--- src/rtl/hit_pkg.sv ---
// hit_pkg: shared types and defaults for the hit serializer block.
package hit_pkg;

  localparam int VAL_W_DEF = 4;

  typedef enum logic [1:0] {
    IDLE  = 2'd0,
    PULSE = 2'd1,
    GAP   = 2'd2
  } state_t;

  typedef logic [VAL_W_DEF-1:0] value_t;

endpackage

--- src/rtl/hit_fifo.sv ---
// hit_fifo: small synchronous FIFO with first-word-fall-through read data.
// A read and a write in the same cycle are legal even when full.
// flush empties the FIFO at the clock edge and overrides any read or write.
module hit_fifo #(
  parameter int DEPTH = 4,
  parameter int W     = 4
) (
  input  logic         clk,
  input  logic         reset,
  input  logic         flush,
  input  logic         wr_en,
  input  logic [W-1:0] wr_data,
  input  logic         rd_en,
  output logic [W-1:0] rd_data,
  output logic         full,
  output logic         empty
);

  localparam int AW = $clog2(DEPTH);

  logic [AW:0]  wr_ptr_q, wr_ptr_d;
  logic [AW:0]  rd_ptr_q, rd_ptr_d;
  logic [W-1:0] mem_q [DEPTH];
  logic [W-1:0] mem_d [DEPTH];
  logic         do_wr, do_rd;

  assign empty   = (wr_ptr_q == rd_ptr_q);
  assign full    = (wr_ptr_q[AW] != rd_ptr_q[AW]) && (wr_ptr_q[AW-1:0] == rd_ptr_q[AW-1:0]);
  assign rd_data = mem_q[rd_ptr_q[AW-1:0]];

  // Pointer and storage next-state; a pop frees the slot a simultaneous push uses.
  always_comb begin
    do_rd    = rd_en && !empty && !flush;
    do_wr    = wr_en && (!full || do_rd) && !flush;
    wr_ptr_d = wr_ptr_q;
    rd_ptr_d = rd_ptr_q;
    mem_d    = mem_q;
    if (do_wr) begin
      mem_d[wr_ptr_q[AW-1:0]] = wr_data;
      wr_ptr_d = wr_ptr_q + 1'b1;
    end
    if (do_rd) begin
      rd_ptr_d = rd_ptr_q + 1'b1;
    end
    if (flush) begin
      wr_ptr_d = '0;
      rd_ptr_d = '0;
    end
  end

  // Pointer registers with asynchronous reset.
  always_ff @(posedge clk or posedge reset) begin
    if (reset) begin
      wr_ptr_q <= '0;
      rd_ptr_q <= '0;
    end else begin
      wr_ptr_q <= wr_ptr_d;
      rd_ptr_q <= rd_ptr_d;
    end
  end

  // Storage array; contents are don't-care while the FIFO is empty.
  always_ff @(posedge clk) begin
    mem_q <= mem_d;
  end

endmodule

--- src/rtl/hit_serializer.sv ---
// hit_serializer: buffers brick-destroyed events and replays each point value
// as a train of single-cycle hit pulses for the score counter.
// Optional feature macro: HIT_SERIALIZER_COMBO_EN (combo bonus of +1 point for
// an event accepted within COMBO_WIN cycles of the previous accepted event).
//
// state | meaning
// IDLE  | waiting; pops the FIFO head when one is available
// PULSE | emitting one pulse (hit goes high on the following cycle)
// GAP   | forced-low spacing between pulses of the same train
module hit_serializer
  import hit_pkg::*;
#(
  parameter int DEPTH     = 4,
  parameter int VAL_W     = VAL_W_DEF,
  parameter int PULSE_GAP = 1,
  parameter int COMBO_WIN = 16
) (
  input  logic             clk,
  input  logic             reset,
  input  logic             restartGame,
  input  logic             brickHit,
  input  logic [VAL_W-1:0] brickValue,
  output logic             hit,
  output logic             busy,
  output logic             overflow
);

  localparam int GAP_W = (PULSE_GAP > 1) ? $clog2(PULSE_GAP) : 1;

  state_t             state_q, state_d;
  logic [VAL_W-1:0]   rem_q, rem_d;
  logic [GAP_W-1:0]   gap_q, gap_d;
  logic               hit_q, hit_d;
  logic               ovf_q, ovf_d;

  logic               pop;
  logic               wr_en;
  logic               event_valid;
  logic [VAL_W-1:0]   wr_data;
  logic [VAL_W-1:0]   rd_data;
  logic               fifo_full;
  logic               fifo_empty;

  hit_fifo #(
    .DEPTH (DEPTH),
    .W     (VAL_W)
  ) u_fifo (
    .clk     (clk),
    .reset   (reset),
    .flush   (restartGame),
    .wr_en   (wr_en),
    .wr_data (wr_data),
    .rd_en   (pop),
    .rd_data (rd_data),
    .full    (fifo_full),
    .empty   (fifo_empty)
  );

  // Train sequencing, enqueue acceptance and overflow detection; restart overrides all.
  always_comb begin
    state_d = state_q;
    rem_d   = rem_q;
    gap_d   = gap_q;
    ovf_d   = ovf_q;
    pop     = 1'b0;
    case (state_q)
      IDLE: begin
        if (!fifo_empty) begin
          pop     = 1'b1;
          rem_d   = rd_data;
          state_d = PULSE;
        end
      end
      PULSE: begin
        rem_d = rem_q - 1'b1;
        if (rem_q == {{(VAL_W-1){1'b0}}, 1'b1}) begin
          state_d = IDLE;
        end else if (PULSE_GAP > 0) begin
          state_d = GAP;
          gap_d   = GAP_W'(PULSE_GAP - 1);
        end
      end
      GAP: begin
        if (gap_q == '0) begin
          state_d = PULSE;
        end else begin
          gap_d = gap_q - 1'b1;
        end
      end
      default: state_d = IDLE;
    endcase

    hit_d       = (state_q == PULSE);
    event_valid = brickHit && (brickValue != '0);
    wr_en       = event_valid && (!fifo_full || pop);
    if (event_valid && fifo_full && !pop) begin
      ovf_d = 1'b1;
    end

    if (restartGame) begin
      state_d = IDLE;
      rem_d   = '0;
      gap_d   = '0;
      ovf_d   = 1'b0;
      hit_d   = 1'b0;
      pop     = 1'b0;
      wr_en   = 1'b0;
    end
  end

  // FSM and output registers; reset aborts any train immediately.
  always_ff @(posedge clk or posedge reset) begin
    if (reset) begin
      state_q <= IDLE;
      rem_q   <= '0;
      gap_q   <= '0;
      hit_q   <= 1'b0;
      ovf_q   <= 1'b0;
    end else begin
      state_q <= state_d;
      rem_q   <= rem_d;
      gap_q   <= gap_d;
      hit_q   <= hit_d;
      ovf_q   <= ovf_d;
    end
  end

`ifdef HIT_SERIALIZER_COMBO_EN
  localparam int CW = $clog2(COMBO_WIN + 1);

  logic [CW-1:0] combo_cnt_q, combo_cnt_d;
  logic          combo_arm_q, combo_arm_d;
  logic          bonus;

  // Combo timer: saturating count since the last accepted event; first event after reset/restart is unarmed.
  always_comb begin
    bonus       = combo_arm_q && (combo_cnt_q < CW'(COMBO_WIN));
    combo_cnt_d = combo_cnt_q;
    combo_arm_d = combo_arm_q;
    if (combo_cnt_q < CW'(COMBO_WIN)) begin
      combo_cnt_d = combo_cnt_q + 1'b1;
    end
    if (wr_en) begin
      combo_cnt_d = '0;
      combo_arm_d = 1'b1;
    end
    if (restartGame) begin
      combo_cnt_d = '0;
      combo_arm_d = 1'b0;
    end
    wr_data = brickValue;
    if (bonus && (brickValue != '1)) begin
      wr_data = brickValue + 1'b1;
    end
  end

  // Combo timer registers.
  always_ff @(posedge clk or posedge reset) begin
    if (reset) begin
      combo_cnt_q <= '0;
      combo_arm_q <= 1'b0;
    end else begin
      combo_cnt_q <= combo_cnt_d;
      combo_arm_q <= combo_arm_d;
    end
  end
`else
  logic unused_combo_win;
  assign unused_combo_win = ^COMBO_WIN;

  // Without the combo feature, values go into the FIFO unmodified.
  always_comb begin
    wr_data = brickValue;
  end
`endif

  assign hit      = hit_q;
  assign overflow = ovf_q;
  assign busy     = !fifo_empty || (state_q != IDLE);

endmodule

--- config.mk ---
export PLATFORM = sky130hd
export DESIGN_NAME = hit_serializer
export DESIGN_NICKNAME = d
export VERILOG_FILES = /design/src/rtl/hit_pkg.sv /design/src/rtl/hit_fifo.sv /design/src/rtl/hit_serializer.sv
export SDC_FILE = /design/constraint.sdc
export NUM_CORES = 1
export LEC_CHECK = 0
export CORE_MARGIN = 3
export CORE_UTILIZATION = 43
export DETAILED_ROUTE_END_ITERATION = 8
export SLEW_MARGIN = 5
export SYNTH_ARGS = -nofsm -noshare
export SYNTH_HDL_FRONTEND = slang
export SYNTH_HIERARCHICAL = 1
export SYNTH_SLANG_ARGS = --single-unit
--- constraint.sdc ---
create_clock -name clk -period 7.6 [get_ports clk]
set_input_delay 1.14 -clock clk [delete_from_list [all_inputs] [get_ports clk]]
set_output_delay 1.14 -clock clk [all_outputs]
set_load 0.005 [all_outputs]
======== Yosys cells after proc, flatten, opt, wreduce, memory -nomap -nowiden ========
Cells that the tools add are included.
word-level totals
  register bits after elaboration ......... 31
  logic and storage cells ................. 86
  output and inout port bits .............. 3
  input bits .............................. 8
cells by class
  add/subtract/negate cells ............... 4
  muxes and demuxes ....................... 29
  order comparisons ....................... 3
  eq/ne operators ......................... 9
  bitwise logic cells ..................... 2
  reductions and logical operators ........ 28
operator list
  operator               number
  $mux W4                5
  $bwmux W16             1
  $mux W3                4
  $logic_and A1 B1 Y1    10
  $mux W1                10
  $ne A3 B3 Y1 const B   3
  $bmux W4 S2            1
  $demux W4 S2           1
  $mux W2                4
  $pmux W4 S2            1
  $reduce_bool A2 Y1     4
  $add A3 B1 Y3 const B  2
  $ge A3 B3 Y1 const B   2
  $not A2 Y3             2
  $pmux W2 S3            1
  $reduce_and A2 Y1      3
  $reduce_bool A3 Y1     2
  $eq A4 B1 Y1 const B   1
  $logic_not A1 Y1       4
  $reduce_bool A4 Y1     1
  $sub A4 B1 Y4 const B  1
  $eq A3 B3 Y1           1
  $logic_or A1 B1 Y1     3
  $lt A3 B1 Y1 const B   1
  other kinds (7)        7

======== Depth between registers and ports, before layout ========
  depth in word-level cells ............... 11
  depth in mapped cells ................... 9
  mapped depth without buffers ............ 8

======== Cells and area by module ========
Netlist, hierarchy kept.
by module, submodules not included
  module          area each (um^2)  instances  sequential area each (um^2)  cells an instance
  hit_fifo        1103.6            1          630.6                        78
  hit_serializer  464.2             1          200.2                        52

======== Least setup slack after synthesis ========
OpenSTA, ideal clock, no wires.
  path kind ............................... input -> register
  start ................................... input port restartGame
  end ..................................... register u_fifo/mem_q[0] in the netlist's numbering (enable)
  stages on the path ...................... 6
  data arrival time ....................... 2179 ps
  path slack .............................. 5112 ps
  setup time .............................. 309 ps
  buffers on the path ..................... 1
  data required time ...................... 7291 ps
  cells stage by stage .................... clkbuf_1 > nand3b_1 > a21oi_1 > nand2b_1 > a41oi_1 > and2_1
on the way
  elaborated cells on any way between the ends .. 8
  classes of those cells .................. mux: 2; reduce/logical: 6
RTL lines
  item                               line                   RTL
  from (decl)                        hit_serializer.sv:20   input logic restartGame,
  $mux W1                            hit_serializer.sv:100  if (restartGame) begin
  via wr_en                          hit_serializer.sv:37   logic wr_en;
  $logic_and A1 B1 Y1 (2 in series)  hit_fifo.sv:34         do_wr = wr_en && (!full || do_rd) && !flush;
  to (signal assigned)               hit_fifo.sv:64         mem_q <= mem_d;
  to (decl)                          hit_fifo.sv:23         logic [W-1:0] mem_q [DEPTH];
The timed path passes the listed nets, and every way through them passes these cells.
A chain may end at the register's enable or synchronous reset.

======== Worst setup path in the final report ========
  start ................................... register u_fifo.rd_ptr_q[0]
  end ..................................... output port busy
on the way
  cells in the longest elaborated chain, start to end .. 3
RTL lines
  item                    line                   RTL
  from (decl)             hit_fifo.sv:22         logic [AW:0] rd_ptr_q, rd_ptr_d;
  from (signal assigned)  hit_fifo.sv:58         rd_ptr_q <= rd_ptr_d;
  $eq A3 B3 Y1            hit_fifo.sv:27         assign empty = (wr_ptr_q == rd_ptr_q);
  via fifo_empty          hit_serializer.sv:42   logic fifo_empty;
  $logic_not A1 Y1        hit_serializer.sv:179  assign busy = !fifo_empty || (state_q != IDLE);
  $logic_or A1 B1 Y1      hit_serializer.sv:179
  to (decl)               hit_serializer.sv:24   output logic busy,
The timed path passes the listed nets, and every way through them passes these cells.

==> results.toml <==
[outcome]
status = "completed"

[flow_run]
drv_cap = 0

[grt]
grt_overflow = 0
grt_usage_pct = 16.7
antenna_found_initial = 0
grt_pass1_vias = 1059
grt_pass1_wl_um = 5260
grt_max_degree = 25

[placed_design]
port_buffers = 10
hpwl_um = 2290
place_area_um2 = 1700
dpl.cell_count = 181
globalplace.congestion = 0.768
dp_worst_setup_slack_ps = 4110

[timing]
drv_slew = 0
hold_violations = 0
relSlewSlack_pct = 51.4
fmax_ghz = 0.298
period_share_pct = 44.2
finClkSkew_ps = 12.7
worst_pin_slew_ps = 726
setup_violations = 0
tns_ps = 0
setup_ws_ps = 4240
rsz0062_at_grt = "no"
finalCriticalPeriod_ps = 3360

[synth]
yosysTopAreaCell = "edfxtp_1"
ys_seq_area_share_pct = 53.0
synth_area_leaders = "edfxtp_1, dfrtp_1, mux4_2"
synth_area_um2 = 1570
syn_nets = 145
syn_avg_cell_area_um2 = 12.1
synth_common_cells = "edfxtp_1, dfrtp_1, inv_1"
netlist_instances = 130
synth.top_cell.area_share_pct = 30.6
synth_edf_count = 16
synthArstFlopShare_pct = 46.7
synth-seq-cells = 30
yosys_warnings = 6
synth_cell_types = 39
yosysMostFrequentCell = "edfxtp_1"
ys.flop_type = "edfxtp_1"

[setup_path]
crit_fanout = 9
crit-reg2reg-capture = "u_fifo/mem_q[14]$_DFFE_PP_"
startpoint = "u_fifo/rd_ptr_q[0]$_DFFE_PP0P_"
reg2reg_slack_ps = 4750
path_cells = "xnor2_1, nand3_1, inv_1, nand2_1, clkdlybuf4s50_1"
required_ps = 6460
critPathLaunchType = "register"
timing.critical_path.slowest_cell_delay_ps = 550
arrival_ps = 2220
reg2regPathDepth = 8
criticalPathCategory = "register to output pin"
crit_end = "busy"
r2r_start = "u_fifo/rd_ptr_q[0]$_DFFE_PP0P_"
slowest_stage = "dfrtp_1"
endpoint_kind = "output pin"

[cts]
ctsResizeCount = 0
cts.sinks = 30
cts_buffers = 5
cts_tree = "built"
cts_max_path_buffers = 2
cts.clk_slew.worst_paths_ps = 90
cts-root-buf = "clkbuf_4"
cts.htree.levels = 2
post_cts_buffers = 0
hold_buffers = 0
clock_latency_ps = 330

[route]
postRouteAntennaNets = 0
vias_per_cell = 5.47
first_pass_iters = 4
drcViolationCount = 0
wirelength_um = 2940
drtIter0Drc = 84
routed-via-count = 1034
wl_per_cell_um = 15.5

[die]
core-area_um2 = 3420
rows = 21
die_w_um = 66.4
dieArea_um2 = 4410
io-pin-count = 11
die_y_um = 66.4
start_util_pct = 45.9

[power]
power_switching_uw = 119
internal_power_uw = 273
cellPowerDensity_nw_per_um2 = 222
comb_power_share_pct = 23.3
p_total_uw = 392
p_leak_uw = 0.000688
sequentialPowerShare_pct = 51.8
switching_share_pct = 30.4
pwr-share-clk_pct = 24.9
max-vdd-ir-drop_mv = 0.115

[final_layout]
multiInputGateArea_um2 = 667
drive_gt1_share_pct = 12.6
seq_area_um2 = 831
fillCellCount = 325
fin_nets = 157
antenna_cells = 0
final-instance-count-excl-fill = 189
area_delta_synth_final_pct = 12.5
final_area_um2 = 1760

[worst_hold_path]
worstHoldPathType = "register to register"
-- layout make-up --
type | instances | area share (%)
timing repair buffer | 10 | 5.67
clock buffer | 6 | 2.91
clock inverter | 2 | 0.709
tap | 46 | 3.26
multi-input combinational | 83 | 37.8
inverter | 12 | 2.55
sequential | 30 | 47.1
-- cells in the final DEF, fill, tap and decap left out, types with 3 or more instances in the layout --
master and count:
edfxtp_1 16, dfrtp_1 14, inv_1 12, nor2_1 10
clkdlybuf4s50_1 10, nand2_1 7, ha_1 7, nand2b_1 6
clkbuf_4 5, a21oi_1 4, and2_1 4, mux4_2 4
nand3b_1 3, a31oi_1 3, xnor2_1 3, xor2_1 3
-- how the worst min path moves through the flow --
stage                                start                endpoint  slack (ps)  cells past startpoint
floorplan           state_q[0]$_DFFE_PP0P_  state_q[0]$_DFFE_PP0P_         520                      2
global placement      overflow$_DFFE_PP0P_    overflow$_DFFE_PP0P_         540                      2
detailed placement    overflow$_DFFE_PP0P_    overflow$_DFFE_PP0P_         540                      2
CTS                   overflow$_DFFE_PP0P_    overflow$_DFFE_PP0P_         550                      2
global route          overflow$_DFFE_PP0P_    overflow$_DFFE_PP0P_         570                      2
finish                overflow$_DFFE_PP0P_    overflow$_DFFE_PP0P_         550                      2
-- power groups by stage --
stage                     Combinational [uW]  Sequential (uW)  Clock, uW
after floorplan                         69.7              198          0
after global placement                  89.8              206          0
after detailed placement                91.5              207          0
after CTS                               92.6              203        103
after global routing                     105              206        112
final                                   91.2              203       97.5
-- sequential cells by signal, summed over array words and instances (netlist names) --
name	count
u_fifo/mem_q	16
hit	1
u_fifo/wr_ptr_q	3
rem_q	4
overflow	1
state_q	2
u_fifo/rd_ptr_q	3
-- metrics by stage --
stage,hold slack [ps],utilization (%)
global route,566,51.6
CTS,554,51.6
detailed placement,539,49.8
finish,554,51.6
floorplan,519,-
global placement,537,49.8
-- kinds of logic (layout without fill, tap and decap cells) --
kind of cell / after synthesis / after routing / share of synthesized area [%]
xor+xnor: 6 / 6 / 3.35
buf+inv: 17 / 30 / 4.47
simple gates: 40 / 40 / 14.2
mux: 9 / 9 / 9.42
compound gates: 21 / 21 / 9.98
fa+ha+maj: 7 / 7 / 5.59
flops: 30 / 30 / 53.0
-- critical path: cells and delay by family, from the launching register on --
kind / cells / cell delay, ps
flip-flops: 1 / 550
buffers and inverters: 2 / 700
AND/OR/NAND/NOR: 2 / 230
XOR/XNOR: 1 / 400
-- routing by layer --
metal	track usage, %	wire length, um	part of all wire [%]
met1	21.4	1360	46
met2	25.0	1370	47
met4	7.61	21	0.72
met5	0	0	0
met3	5.95	177	6.0
Power figures use the tool's default switching activity.
